**config.mk**
```make
export PLATFORM = sky130hd
export DESIGN_NAME = isochronous_hs_src_buffer
export DESIGN_NICKNAME = d
export VERILOG_FILES = /design/src/rtl/isochronous_hs_pkg.sv /design/src/rtl/isochronous_hs_stall_counter.sv /design/src/rtl/isochronous_hs_src_buffer.sv
export SDC_FILE = /design/constraint.sdc
export NUM_CORES = 1
export LEC_CHECK = 0
export ABC_CLOCK_PERIOD_IN_PS = 3400
export BUFFER_PORTS_ARGS = -buffer_cell sky130_fd_sc_hd__buf_2
export CORE_MARGIN = 3
export CORE_UTILIZATION = 45
export DETAILED_ROUTE_END_ITERATION = 10
export SYNTH_ARGS = -nofsm -noshare
export SYNTH_HDL_FRONTEND = slang
export SYNTH_SLANG_ARGS = --single-unit
```
**constraint.sdc**
```tcl
create_clock -name clk_i -period 3.4 [get_ports clk_i]
set_clock_uncertainty 0.15 [all_clocks]
set_input_delay 0.68 -clock clk_i [delete_from_list [all_inputs] [get_ports clk_i]]
set_output_delay 0.68 -clock clk_i [all_outputs]
set_load 0.1 [all_outputs]
```
**src/rtl/isochronous_hs_pkg.sv**
```systemverilog
// Shared helpers and types for the isochronous handshake source buffer.
package isochronous_hs_pkg;

   // Width of an occupancy counter that must hold every value from 0 to depth.
   function automatic int fill_width(input int depth);
      return $clog2(depth + 1);
   endfunction

   // Saturation limit of the stall watchdog counter, in cycles.
   typedef int unsigned stall_limit_t;

endpackage

```
**src/rtl/isochronous_hs_stall_counter.sv**
```systemverilog
// Stall watchdog for the offered head word: counts the cycles in which the
// head is offered but not accepted, saturates at STALL_CYCLES, and raises
// stall_o once the limit is reached.  Included when the top is built with
// ISOCHRONOUS_HS_STALL_WATCHDOG_EN.
module isochronous_hs_stall_counter
   import isochronous_hs_pkg::*;
#(
   parameter stall_limit_t STALL_CYCLES = 64
)
(
   input  logic clk_i,
   input  logic rst_i,
   input  logic valid_i,
   input  logic ready_i,
   output logic stall_o
);

   localparam int CNT_W = $clog2(STALL_CYCLES + 1);
   localparam logic [CNT_W-1:0] LIMIT   = CNT_W'(STALL_CYCLES);
   localparam logic [CNT_W-1:0] CNT_ONE = CNT_W'(1);

   logic [CNT_W-1:0] cnt_r;
   logic [CNT_W-1:0] cnt_nxt_s;
   logic             stall_r;

   // Next count: clear on acceptance or idle, otherwise count up to the limit.
   always_comb begin
      cnt_nxt_s = cnt_r;
      if (!valid_i || ready_i) begin
         cnt_nxt_s = {CNT_W{1'b0}};
      end else if (cnt_r != LIMIT) begin
         cnt_nxt_s = cnt_r + CNT_ONE;
      end else begin
         cnt_nxt_s = cnt_r;
      end
   end

   // Counter and stall flag registers; the flag drops the cycle after a pop.
   always_ff @(posedge clk_i) begin
      if (rst_i) begin
         cnt_r   <= {CNT_W{1'b0}};
         stall_r <= 1'b0;
      end else begin
         cnt_r   <= cnt_nxt_s;
         stall_r <= (cnt_nxt_s == LIMIT);
      end
   end

   assign stall_o = stall_r;

endmodule

```
**src/rtl/isochronous_hs_src_buffer.sv**
```systemverilog
// Source-side staging FIFO in front of the isochronous 4-phase handshake.
// The head word and its valid flag come only from registers, so they stay
// stable while offered.  Optional stall watchdog: ISOCHRONOUS_HS_STALL_WATCHDOG_EN.
module isochronous_hs_src_buffer
   import isochronous_hs_pkg::*;
#(
   parameter int           DATA_WIDTH   = 32,
   parameter int           DEPTH        = 4,
   parameter stall_limit_t STALL_CYCLES = 64
)
(
   input  logic                          clk_i,
   input  logic                          rst_i,
   input  logic                          flush_i,
   input  logic                          up_valid_i,
   output logic                          up_ready_o,
   input  logic [DATA_WIDTH-1:0]         up_data_i,
   output logic                          hs_valid_o,
   input  logic                          hs_ready_i,
   output logic [DATA_WIDTH-1:0]         hs_data_o,
   output logic [fill_width(DEPTH)-1:0]  fill_o,
   output logic                          stall_o
);

   localparam int PTR_W  = $clog2(DEPTH);
   localparam int FILL_W = fill_width(DEPTH);
   localparam logic [PTR_W-1:0]  PTR_ONE   = PTR_W'(1);
   localparam logic [FILL_W-1:0] FILL_ONE  = FILL_W'(1);
   localparam logic [FILL_W-1:0] FILL_FULL = FILL_W'(DEPTH);

   // Reject parameter values the pointer arithmetic cannot support.
   if ((DEPTH < 2) || ((DEPTH & (DEPTH - 1)) != 0)) begin : g_bad_depth
      $error("DEPTH must be a power of two and at least 2");
   end
   if (STALL_CYCLES == 32'd0) begin : g_bad_stall
      $error("STALL_CYCLES must be at least 1");
   end

   logic [DATA_WIDTH-1:0] mem_r [DEPTH];
   logic [PTR_W-1:0]      rd_ptr_r;
   logic [PTR_W-1:0]      wr_ptr_r;
   logic [PTR_W-1:0]      rd_ptr_nxt_s;
   logic [PTR_W-1:0]      wr_ptr_nxt_s;
   logic [FILL_W-1:0]     fill_r;
   logic [FILL_W-1:0]     fill_nxt_s;
   logic                  valid_r;
   logic                  full_s;
   logic                  push_s;
   logic                  pop_s;

   // A full buffer refuses pushes even if the head pops this cycle.
   assign full_s     = (fill_r == FILL_FULL);
   assign up_ready_o = !full_s && !flush_i;
   assign push_s     = up_valid_i && up_ready_o;
   assign pop_s      = valid_r && hs_ready_i;

   assign hs_valid_o = valid_r;
   assign hs_data_o  = mem_r[rd_ptr_r];
   assign fill_o     = fill_r;

   // Pointer and occupancy update; a flush keeps only a head that is still offered.
   always_comb begin
      rd_ptr_nxt_s = rd_ptr_r;
      wr_ptr_nxt_s = wr_ptr_r;
      fill_nxt_s   = fill_r;
      if (pop_s) begin
         rd_ptr_nxt_s = rd_ptr_r + PTR_ONE;
      end else begin
         rd_ptr_nxt_s = rd_ptr_r;
      end
      if (flush_i) begin
         if (valid_r && !pop_s) begin
            fill_nxt_s   = FILL_ONE;
            wr_ptr_nxt_s = rd_ptr_r + PTR_ONE;
         end else begin
            fill_nxt_s   = {FILL_W{1'b0}};
            wr_ptr_nxt_s = rd_ptr_nxt_s;
         end
      end else begin
         if (push_s) begin
            wr_ptr_nxt_s = wr_ptr_r + PTR_ONE;
         end else begin
            wr_ptr_nxt_s = wr_ptr_r;
         end
         fill_nxt_s = fill_r + FILL_W'(push_s) - FILL_W'(pop_s);
      end
   end

   // State registers and storage; reset clears every entry so the head reads zero.
   always_ff @(posedge clk_i) begin
      if (rst_i) begin
         rd_ptr_r <= {PTR_W{1'b0}};
         wr_ptr_r <= {PTR_W{1'b0}};
         fill_r   <= {FILL_W{1'b0}};
         valid_r  <= 1'b0;
         for (int i = 0; i < DEPTH; i++) begin
            mem_r[i] <= {DATA_WIDTH{1'b0}};
         end
      end else begin
         rd_ptr_r <= rd_ptr_nxt_s;
         wr_ptr_r <= wr_ptr_nxt_s;
         fill_r   <= fill_nxt_s;
         valid_r  <= (fill_nxt_s != {FILL_W{1'b0}});
         if (push_s) begin
            mem_r[wr_ptr_r] <= up_data_i;
         end
      end
   end

`ifdef ISOCHRONOUS_HS_STALL_WATCHDOG_EN
   isochronous_hs_stall_counter #(
      .STALL_CYCLES (STALL_CYCLES)
   ) u_stall_counter (
      .clk_i   (clk_i),
      .rst_i   (rst_i),
      .valid_i (valid_r),
      .ready_i (hs_ready_i),
      .stall_o (stall_o)
   );
`else
   assign stall_o = 1'b0;
`endif

endmodule

```
==> reports/results.tsv, run 1 <==
metric	value	unit
vias	3278	
grt_pass1_wl	19020	um
finalSetupTns	0	ps
start_util	0.4715	
holdCritPathClass	primary input to flip-flop	
critPathMaxStageDelay	580	ps
clock_path_buffers	2	
drt_wl_total	12420	um
path_class	flip-flop to primary output	
drtIter0Drc	268	
synth-seq-area-share	0.6568	
startpoint	rd_ptr_r[0]	
die_w	122.4	um
antenna_found_initial	1	
postPlaceCellArea	0.006693	mm2
grt_pass1_vias	3421	
cts_hold_buf	0	
die-area	0.01498	mm2
grt_max_degree	24	
hold_violations	0	
avgSynthCellArea	16.48	um2
holdWs	426.7	ps
ys_warn_count	0	
firstDrtPassIters	4	
ys_types	37	
port_buffers	73	
drc	0	
n_fill_cell	1093	
fin_ws	602.0	ps
place_ws	410.3	ps
min-delay-start	hs_ready_i	
path_clk_slew	50	ps
crit_slowest_cell	mux4_2	
cts_tree	yes	
root_buffer	clkbuf_16	
end_kind	primary output	
path_cells	buf_4 > mux4_2 > buf_2	
final_common_cell	and2_1	
cts-resized-gates	0	
cts_sinks	136	
postLayoutCellArea	0.007218	mm2
worstReg2RegStart	fill_o[1]	
setup_viol	0	
slew_viol_final	0	
synthCells	370	
critPathBufInv	2	
fin_util	0.5584	
powerDensity	595.3	mW/mm2
syn_area	0.006096	mm2
relSlewSlack	0.5623	
dp_hpwl	7507	um
ios	75	
cts_buffers	17	
worst_pin_slew	651.6	ps
fin_crit	2798	ps
coreArea	0.01293	mm2
maxCapViolCount	0	
yosys_register_bits	136	
fmax	357.4	MHz
rsz0062_at_grt	no	
status	complete, no violations	
layout.nets	496	
syn2layout_area_growth	18.41	%
synth_nets	410	
wire_per_inst	19.46	um
cp.required	2570	ps
vias_per_cell	5.138	
min_period_over_period	0.8229	
cpLargestDelayFamily	buffers and inverters	
die_h	122.4	um
antenna_left	0	
crit_arrival	1970	ps
cp-start-kind	flip-flop	
path_max_fanout	18	
mostFrequentLayoutCells	and2_1 (129), edfxtp_1 (128), buf_2 (73)	
p_leak	2.771	nW
overflow	0	
clock_latency	400	ps
postCtsSetupRepairBufs	0	
diodes	0	
final_layout_size_suffix_gt1_frac	0.3369	
gp_congestion	0.7343	
track_usage	0.1762	
peakVddDrop	371.7	uV
placement_rows	41	
htree_levels	4	
==> final cells by class <==
type                       count  area (um2)  share of cell area
tap                          172       215.2             0.02981
multi-input combinational    205        1906              0.2640
sequential                   136        4006              0.5550
clock inverter                 6       77.57             0.01075
clock buffer                  23       447.9             0.06206
inverter                       6       22.52            0.003120
timing repair buffer          90       543.0             0.07523
==> kinds of logic after synthesis <==
kind of cell / Yosys count / share of synthesized area
simple gates: 152 / 0.1640
flops: 136 / 0.6568
mux: 32 / 0.1182
buf+inv: 29 / 0.03161
compound gates: 12 / 0.01416
xor+xnor: 5 / 0.007185
fa+ha+maj: 3 / 0.007389
other cells: 1 / 0.0006152
==> power by group <==
part	internal (mW)	total (mW)	switching (mW)
sequential	1.93	1.96	0.0312
combinational	0.160	0.667	0.506
clock	1.06	1.67	0.614
total	3.15	4.30	1.15
==> flip-flops by register name, summed over array words and instances (netlist names) <==
name        count
hs_valid_o      1
mem_r         128
rd_ptr_r        2
fill_o          3
wr_ptr_r        2
==> layer usage <==
metal | routed length (um) | vias to the layer above | global-route usage
li1 | - | 1537 | -
met2 | 6140 | 100 | 0.2896
met4 | 97 | 2 | 0.06088
met3 | 828 | 13 | 0.05207
met5 | 13 | - | 0
met1 | 5336 | 1626 | 0.2247
==> worst min-delay path, stage by stage <==
cell	delay [ps]
buf_2	100
nand3b_1	100
a21oi_1	50
==> synthesized netlist by cell type <==
cell	n	area (um2)
buf_4	2	15.01
o31a_1	1	8.760
nor3b_4	1	18.77
edfxtp_1	128	3844
nor3_1	4	20.02
or3b_4	1	11.26
nand2b_1	3	18.77
o311a_1	1	10.01
xnor2_1	3	26.28
buf_1	1	3.750
inv_1	5	18.77
dfxtp_1	8	160.2
nand3_1	1	5.000
a41oi_1	1	8.760
a21o_1	1	7.510
o21ai_0	1	5.000
conb_1	1	3.750
nor2b_1	1	6.260
fa_1	1	20.02
buf_6	9	101.4
xor2_1	2	17.52
mux4_2	32	720.7
a221oi_1	1	8.760
clkbuf_1	4	15.01
nor2_1	5	18.77
inv_2	1	3.750
and3_1	1	6.260
or3b_2	1	8.760
clkbuf_2	3	15.01
and2_1	129	807.0
nor4_4	3	63.81
buf_2	4	20.02
a31o_2	2	17.52
a21oi_1	4	20.02
nor3b_1	1	7.510
nand3b_1	1	7.510
ha_1	2	25.02
==> per-stage QoR <==
step | std cells | power (mW)
2_1_floorplan | 370 | 2.520
3_3_place_gp | 609 | 2.659
3_5_place_dp | 609 | 2.668
4_1_cts | 638 | 4.341
5_1_grt | 638 | 4.437
6_report | 638 | 4.297
==> final timing paths <==
kind	to	slack, ps	depth (start not counted)
setup reg to reg	hs_valid_o	760	12
hold reg to reg	fill_o[0]	440	2
setup / recovery	hs_data_o[21]	600	3
hold / removal	fill_o[0]	430	3
No activity file was read; power rests on OpenSTA's default activity.
==> inputs of run 2 (changes only) <==
--- a/config.mk
+++ b/config.mk
@@ -5,7 +5,8 @@
 export SDC_FILE = /design/constraint.sdc
 export NUM_CORES = 1
 export LEC_CHECK = 0
-export ABC_CLOCK_PERIOD_IN_PS = 3400
+export ABC_AREA = 1
+export ABC_CLOCK_PERIOD_IN_PS = 2600
 export BUFFER_PORTS_ARGS = -buffer_cell sky130_fd_sc_hd__buf_2
 export CORE_MARGIN = 3
 export CORE_UTILIZATION = 45
==> constraint.sdc (replaced) <==
create_clock -name clk_i -period 2.6 [get_ports clk_i]
set_clock_uncertainty 0.15 [all_clocks]
set_input_delay 0.52 -clock clk_i [delete_from_list [all_inputs] [get_ports clk_i]]
set_output_delay 0.52 -clock clk_i [all_outputs]
set_load 0.1 [all_outputs]
==> reports/results.tsv, run 2 <==
metric	value	unit
avgSynthCellArea	11.04	um2
postPlaceCellArea	0.007089	mm2
antenna_left	0	
diodes	0	
status	complete, no violations	
powerDensity	843.4	mW/mm2
min_to	fill_o[1]	
path_clk_slew	50	ps
vias	4273	
maxCapViolCount	0	
hold_path_depth	2	
grt_pass1_wl	22170	um
drc	0	
hold_violations	0	
layout.nets	679	
die_w	123.1	um
top_register	mem_r	
path_class	flip-flop to primary output	
cp-start-kind	flip-flop	
fin_crit	2537	ps
start_util	0.4624	
final_layout_size_suffix_gt1_frac	0.3206	
worstReg2RegStart	fill_o[1]	
cts_buffers	17	
port_buffers	73	
htree_levels	4	
end_kind	primary output	
wire_per_inst	16.94	um
min-delay-start	flush_i	
reg2reg_depth	10	
ys_types	29	
firstDrtPassIters	4	
die-area	0.01516	mm2
final_common_cell	nor2_1	
syn2layout_area_growth	25.10	%
drtIter0Drc	215	
cts_sinks	136	
dp_hpwl	8362	um
fmax	394.2	MHz
syn_area	0.006172	mm2
synth-seq-area-share	0.6487	
die_h	123.1	um
place_ws	208.3	ps
async_flop_share	0	
peakVddDrop	488.2	uV
synth.largest_area_cell	edfxtp_1	
grt_pass1_vias	4235	
clock_path_buffers	2	
synth_nets	599	
synth_area_leaders	edfxtp_1 (62%), nor2_1 (9.6%), o21ai_0 (5.8%)	
antenna_found_initial	0	
vias_per_cell	5.161	
holdCritPathClass	primary input to flip-flop	
cts_tree	yes	
synth_edf_count	128	
min_period_over_period	0.9757	
ys_warn_count	0	
ff2ff_setup_slack	340	ps
finalSetupTns	0	ps
ios	75	
synthCells	559	
gp_congestion	0.7275	
coreArea	0.01335	mm2
crit_arrival	1870	ps
track_usage	0.1981	
p_leak	3.436	nW
placement_rows	42	
synth.most_common_cell	nor2_1	
cts_hold_buf	0	
n_fill_cell	1147	
cp.required	1930	ps
postLayoutCellArea	0.007721	mm2
fin_ws	63.30	ps
root_buffer	clkbuf_16	
holdWs	229.7	ps
clock_latency	410	ps
path_max_fanout	46	
fin_util	0.5785	
largest_reg_flops	128	
yosys_register_bits	136	
reg2reg_to	hs_valid_o	
ys.flop_type	edfxtp_1	
grt_max_degree	47	
overflow	0	
synth_top_cells_by_count	nor2_1 (158), edfxtp_1 (128), o21ai_0 (72)	
netlist.area_leader.share	0.6227	
setup_viol	0	
drt_wl_total	14030	um
slew_viol_final	0	
mostFrequentLayoutCells	nor2_1 (158), edfxtp_1 (128), o21ai_0 (68)	
==> run 2: worst max path at each step <==
stage,startpoint,to,slack (ps),depth (start not counted)
after floorplan,fill_o[2],hs_valid_o,110,9
after global placement,flush_i,hs_valid_o,250,10
after detailed placement,flush_i,hs_valid_o,210,10
after CTS,rd_ptr_r[0],hs_data_o[21],3,5
after global routing,rd_ptr_r[0],hs_data_o[12],-0.3,5
final,rd_ptr_r[0],hs_data_o[12],60,5
==> run 2: critical path, cell delays in order (launching register included) <==
cell     delay (ps)
dfxtp_4         400
inv_2           100
buf_12          220
nor2_1           80
o22ai_2         180
buf_2           450
==> run 2: timing repair <==
action,in CTS,in global routing
buffers inserted,0,1
gates resized for setup,8,10
setup endpoints to repair,32,27
==> run 2: where the power goes <==
part	internal [mW]	switching, mW	total (mW)
registers	2.53	0.0456	2.58
logic	0.334	1.27	1.60
clock network	1.49	0.836	2.33
total	4.36	2.15	6.51
==> run 2: through the flow <==
stage          std cells  power, mW
2_1_floorplan        559      3.858
3_3_place_gp         795      4.189
3_5_place_dp         795      4.206
4_1_cts              827      6.549
5_1_grt              828      6.751
6_report             828      6.512
==> run 2: logic make-up after synthesis <==
group | Yosys count | share of synthesized area
XOR/XNOR | 1 | 0.001419
other | 1 | 0.0006076
adder cells (fa/ha/maj) | 3 | 0.007297
AND/OR/NAND/NOR | 226 | 0.1853
buffers and inverters | 81 | 0.05919
flip-flops | 136 | 0.6487
AO/OA/AOI/OAI | 111 | 0.09751
==> run 2: routing by layer <==
layer  track usage  part of all wire  vias to the layer above
met3       0.05261             0.033                       13
met1        0.2488              0.45                     2121
met2        0.3386              0.51                       74
met4       0.05744            0.0073                        0
met5             0                 0                        -
li1              -                 -                     2065
==> run 2: cell type report <==
cell class	instances	area, um2	area share
timing repair buffer	95	673.1	0.08718
clock buffer	30	544.3	0.07049
multi-input combinational	342	2052	0.2658
tap	176	220.2	0.02852
sequential	136	4018	0.5203
inverter	47	178.9	0.02317
clock inverter	2	35.03	0.004537
